<file path="src/rtl/mem_access.sv">
// MEM stage: word loads/stores over a req/gnt/rvalid data bus, with a pipeline stall
// while an access is outstanding and a registered MEM/WB result.
module mem_access #(
  parameter int TIMEOUT = 16,
  parameter int CNT_W   = 5
) (
  input  logic        clk,
  input  logic        rst,
  input  logic [31:0] alu_rst_i,
  input  logic [31:0] mem_wdata_i,
  input  logic [4:0]  rd_i,
  input  logic        memread_i,
  input  logic        memwrite_i,
  input  logic        memtoreg_i,
  input  logic        regwrite_i,
  output logic        dmem_req_o,
  output logic        dmem_we_o,
  output logic [31:0] dmem_addr_o,
  output logic [31:0] dmem_wdata_o,
  input  logic        dmem_gnt_i,
  input  logic        dmem_rvalid_i,
  input  logic [31:0] dmem_rdata_i,
  output logic        stall_o,
  output logic        misalign_o,
  output logic        bus_err_o,
  output logic [4:0]  rd_o,
  output logic        regwrite_o,
  output logic [31:0] wb_data_o
);

  typedef enum logic [1:0] {IDLE, ADDR, RDATA} state_t;

  state_t           state, next_state;
  logic [CNT_W-1:0] cnt;

  logic access, is_write, misaligned, timeout;
  logic req, stall, wb_load, rd_done, err, mis_drop;

  assign access     = memread_i | memwrite_i;
  assign is_write   = memwrite_i;
  assign misaligned = access & (alu_rst_i[1:0] != 2'b00);
  // rvalid in the final counted cycle still wins over the abort
  assign timeout    = (state == RDATA) & ~dmem_rvalid_i & (cnt == CNT_W'(TIMEOUT - 1));

  always_ff @(posedge clk or posedge rst) begin
    if (rst) state <= IDLE;
    else     state <= next_state;
  end

  always_comb begin
    next_state = state;
    unique case (state)
      IDLE: begin
        if (access && !misaligned) begin
          if (is_write && dmem_gnt_i) next_state = IDLE;
          else if (dmem_gnt_i)        next_state = RDATA;
          else                        next_state = ADDR;
        end
      end
      ADDR: begin
        if (dmem_gnt_i) next_state = is_write ? IDLE : RDATA;
      end
      RDATA: begin
        if (dmem_rvalid_i || timeout) next_state = IDLE;
      end
      default: next_state = IDLE;
    endcase
  end

  always_comb begin
    req      = 1'b0;
    stall    = 1'b0;
    wb_load  = 1'b0;
    rd_done  = 1'b0;
    err      = 1'b0;
    mis_drop = 1'b0;
    unique case (state)
      IDLE: begin
        if (!access) wb_load = 1'b1;
        else if (misaligned) mis_drop = 1'b1;
        else begin
          req = 1'b1;
          if (is_write && dmem_gnt_i) wb_load = 1'b1;
          else                        stall   = 1'b1;
        end
      end
      ADDR: begin
        req = 1'b1;
        if (is_write && dmem_gnt_i) wb_load = 1'b1;
        else                        stall   = 1'b1;
      end
      RDATA: begin
        if (dmem_rvalid_i) rd_done = 1'b1;
        else if (timeout)  err     = 1'b1;
        else               stall   = 1'b1;
      end
      default: ;
    endcase
  end

  // Reset must silence the bus and the stall at once, not at the next edge
  assign dmem_req_o   = req & ~rst;
  assign stall_o      = stall & ~rst;
  assign dmem_we_o    = rst ? 1'b0 : is_write;
  assign dmem_addr_o  = rst ? 32'h0 : {alu_rst_i[31:2], 2'b00};
  assign dmem_wdata_o = rst ? 32'h0 : mem_wdata_i;

  always_ff @(posedge clk or posedge rst) begin
    if (rst) begin
      cnt <= '0;
    end else if (state == RDATA && !(dmem_rvalid_i || timeout)) begin
      cnt <= cnt + 1'b1;
    end else begin
      cnt <= '0;
    end
  end

  // Anything other than a completion writes a bubble; wb_data_o keeps its value
  always_ff @(posedge clk or posedge rst) begin
    if (rst) begin
      rd_o       <= '0;
      regwrite_o <= 1'b0;
      wb_data_o  <= '0;
      misalign_o <= 1'b0;
      bus_err_o  <= 1'b0;
    end else begin
      misalign_o <= mis_drop;
      bus_err_o  <= err;
      if (wb_load) begin
        rd_o       <= rd_i;
        regwrite_o <= regwrite_i;
        wb_data_o  <= alu_rst_i;
      end else if (rd_done) begin
        rd_o       <= rd_i;
        regwrite_o <= regwrite_i;
        wb_data_o  <= memtoreg_i ? dmem_rdata_i : alu_rst_i;
      end else if (err) begin
        rd_o       <= rd_i;
        regwrite_o <= 1'b0;
        wb_data_o  <= '0;
      end else begin
        rd_o       <= '0;
        regwrite_o <= 1'b0;
      end
    end
  end

endmodule

</file>
<file path="config.mk">
export PLATFORM = sky130hd
export DESIGN_NAME = mem_access
export DESIGN_NICKNAME = d
export VERILOG_FILES = /design/src/rtl/mem_access.sv
export SDC_FILE = /design/constraint.sdc
export NUM_CORES = 1
export LEC_CHECK = 0
export ABC_CLOCK_PERIOD_IN_PS = 2200
export CAP_MARGIN = 20
export CORE_ASPECT_RATIO = 0.5
export CORE_MARGIN = 2
export CORE_UTILIZATION = 29
export CTS_CLUSTER_SIZE = 20
export DETAILED_ROUTE_END_ITERATION = 10
export PLACE_DENSITY = 0.85
export SETUP_SLACK_MARGIN = 0.4
export SYNTH_ARGS = -nofsm -noshare
export SYNTH_HDL_FRONTEND = slang
export SYNTH_SLANG_ARGS = --single-unit
</file>
<file path="constraint.sdc">
create_clock -name clk -period 2.2 [get_ports clk]
set_clock_uncertainty 0.05 [all_clocks]
set_input_delay 0.44 -clock clk [delete_from_list [all_inputs] [get_ports clk]]
set_output_delay 0.44 -clock clk [all_outputs]
set_load 0.03 [all_outputs]
</file>
==> out/qor.yml <==
run_status:
  status: "complete, but fails checks"
  violations: "setup timing"
logic_synthesis:
  synth_top_area_share_pct: 47.5
  synth_cells: 240
  syn_area_per_cell_um2: 10.3
  synth_area_leaders: "dfrtp_1, nor2b_1, a221o_1"
  synth_top_area_cell: "dfrtp_1"
  ys_types: 29
  synth_seq_area_share_pct: 47.5
  ys_ff_latch: 47
  synth_warnings: 0
  syn-cell-area_um2: 2480
critical_path:
  r2r_cells: 11
  reg2reg_to: "wb_data_o[1]"
  worst-path-max-fanout: 2
  startpoint_type: "register"
  worstPathArrival_ns: 1.84
  reg2reg_slack_ns: 0.06
  reg2reg_from: "cnt[0]"
  crit_required_ns: 1.71
  critical_path_class: "reg -> out"
  critPathLaunch: "cnt[1]"
  cp-end-kind: "output port"
floorplanning:
  fp.dieArea_um2: 9350
  row_count: 23
  io_pins: 216
  coreArea_um2: 8140
  fp.dieH_um: 69.4
  die_x_um: 135
  start_util_pct: 30.4
grt:
  grt_max_degree: 27
  antenna_found_initial: 0
  grt_pass1_wl_um: 15100
  grt_pass1_vias: 2876
  grt_use_total_pct: 20.5
  grt_overflow: 0
timing:
  finalSetupViolCount: 1
  hold_slack_ns: 0.457
  rsz0062_at_grt: "true"
  setup_ws_ns: -0.132
  fmax_mhz: 429
  timing.final.crit_period_ns: 2.33
  period_share_pct: 106
  drv_slew: 0
  final-hold-violation-count: 0
routing:
  drtIter0Drc: 166
  remaining_drc_errors: 0
  ant_nets: 0
  wl_per_cell_um: 16.3
  drt_pass1_iterations: 4
  vias: 2712
  wl_um: 9700
  vias_per_cell: 4.56
layout:
  final_nets: 593
  layout-drive-gt1-share_pct: 28.6
  fillers: 666
  syn2layout_area_growth_pct: 110
  antenna_cells: 0
cts:
  clock_sinks: 47
  cts_max_level: 2
  clk_latency_ns: 0.29
  cts_root_buf: "clkbuf_16"
  clockBufferDepth: 2
  ctsHoldBuffers: 0
  clkTransAtPathRegs_ns: 0.06
  cts_inserted_buffers: 5
  cts_tree: "done"
power:
  p_leak_nw: 2.53
  peakVddDrop_mv: 0.324
  powerDensity_nw_per_um2: 663
worst_hold_path:
  hold_path.class: "in -> async"
place:
  io_buffer_count: 213
  dp_slack_ns: -0.0778
  hpwl_um: 7200
  place_congestion: 0.776
job:
  maxCapViolCount: 0
[metal layers]
| layer | track usage, % | vias up | wire length, um |
|---|---|---|---|
| met4 | 5.50 | 0 | 179 |
| met2 | 37.1 | 91 | 5140 |
| li1 | - | 1320 | - |
| met3 | 5.85 | 17 | 489 |
| met1 | 23.7 | 1284 | 3890 |
| met5 | 0 | - | 0 |
[synthesized netlist by cell type (all sizes together)]
cell / n
nor4: 2
nand3: 1
and3b: 2
a21oi: 4
and3: 2
clkbuf: 13
nand2b: 1
and2: 32
nand2: 1
or2: 2
xor2: 1
ha: 2
dfrtp: 47
a221o: 32
conb: 1
xnor2: 1
or3b: 1
buf: 6
o21bai: 1
nor2: 10
a21boi: 1
a22oi: 1
o21ai: 2
nor2b: 69
a211o: 1
inv: 3
a311o: 1
[flip-flops by register name, indices dropped and copies added, names as in the netlist]
register and count:
wb_data_o 32, cnt 5, rd_o 5, state 2, bus_err_o 1, misalign_o 1, regwrite_o 1
[metrics by stage]
stage               cell area, um^2  power, mW  std cells  utilization, %  setup TNS, ns
floorplan                      2550       1.90        241               -              0
global placement               4780       2.62        568            58.7        -0.0919
detailed placement             4780       2.64        568            58.7         -0.597
CTS                            5100       3.46        588            62.6         -0.139
global route                   5200       3.60        595            63.8         -0.181
finish                         5200       3.44        595            63.8         -0.132
[final cells by class]
cell class	count	area (um^2)	share of cell area [%]
repair buffers	253	2390	46.0
multi-input cells	172	1320	25.3
flip-flops and latches	47	1180	22.7
clock buffers	8	156	3.01
well taps	112	140	2.70
inverters	3	15.0	0.289
[what timing repair did]
action,4_1_cts,5_1_grt
cloned,4,0
setup buffers,8,7
endpoints found under the setup margin,109,49
gates resized for setup,95,24
endpoints found under the hold margin,0,0
pin swaps,20,13
[critical path, cell delays in order, from the launching register on]
cell     delay, ns
dfrtp_1       0.39
ha_2          0.19
and3_4        0.15
ha_4          0.15
or3b_4        0.39
a21oi_4       0.15
buf_6         0.14
[how the worst max path moves through the flow]
stage / to / slack, ns
final: stall_o / -0.13
after global routing: stall_o / -0.18
after CTS: stall_o / -0.14
after detailed placement: dmem_req_o / -0.08
after global placement: dmem_req_o / -0.06
after floorplan: stall_o / 0.1
[placed cells by master, fill, tap and decap left out, types with 7 or more instances in the layout]
| cell type | synthesis | final |
|---|---|---|
| buf_4 | 5 | 83 |
| dlymetal6s2s_1 | 0 | 7 |
| nor2_1 | 10 | 7 |
| clkdlybuf4s50_1 | 0 | 107 |
| nor2b_1 | 69 | 64 |
| buf_6 | 0 | 9 |
| dfrtp_1 | 47 | 46 |
| a221o_1 | 32 | 32 |
| dlygate4sd2_1 | 0 | 29 |
| buf_2 | 1 | 8 |
| and2_1 | 32 | 32 |
[report_power, final]
part | internal [mW] | switching, mW
logic | 0.725 | 0.815
clock network | 0.484 | 0.312
registers | 1.02 | 0.0833
total | 2.23 | 1.21
[logic make-up (layout without fill, tap and decap cells)]
kind of cell / Yosys count / count (layout) / share of synthesized area, %
XOR/XNOR: 2 / 2 / 0.707
buffers and inverters: 22 / 264 / 4.14
AND/OR/NAND/NOR: 123 / 123 / 30.2
adder cells (fa/ha/maj): 2 / 2 / 1.01
flip-flops: 47 / 47 / 47.5
AO/OA/AOI/OAI: 43 / 43 / 16.4
other: 1 / 2 / 0.151
(Power assumes the default switching activity.)
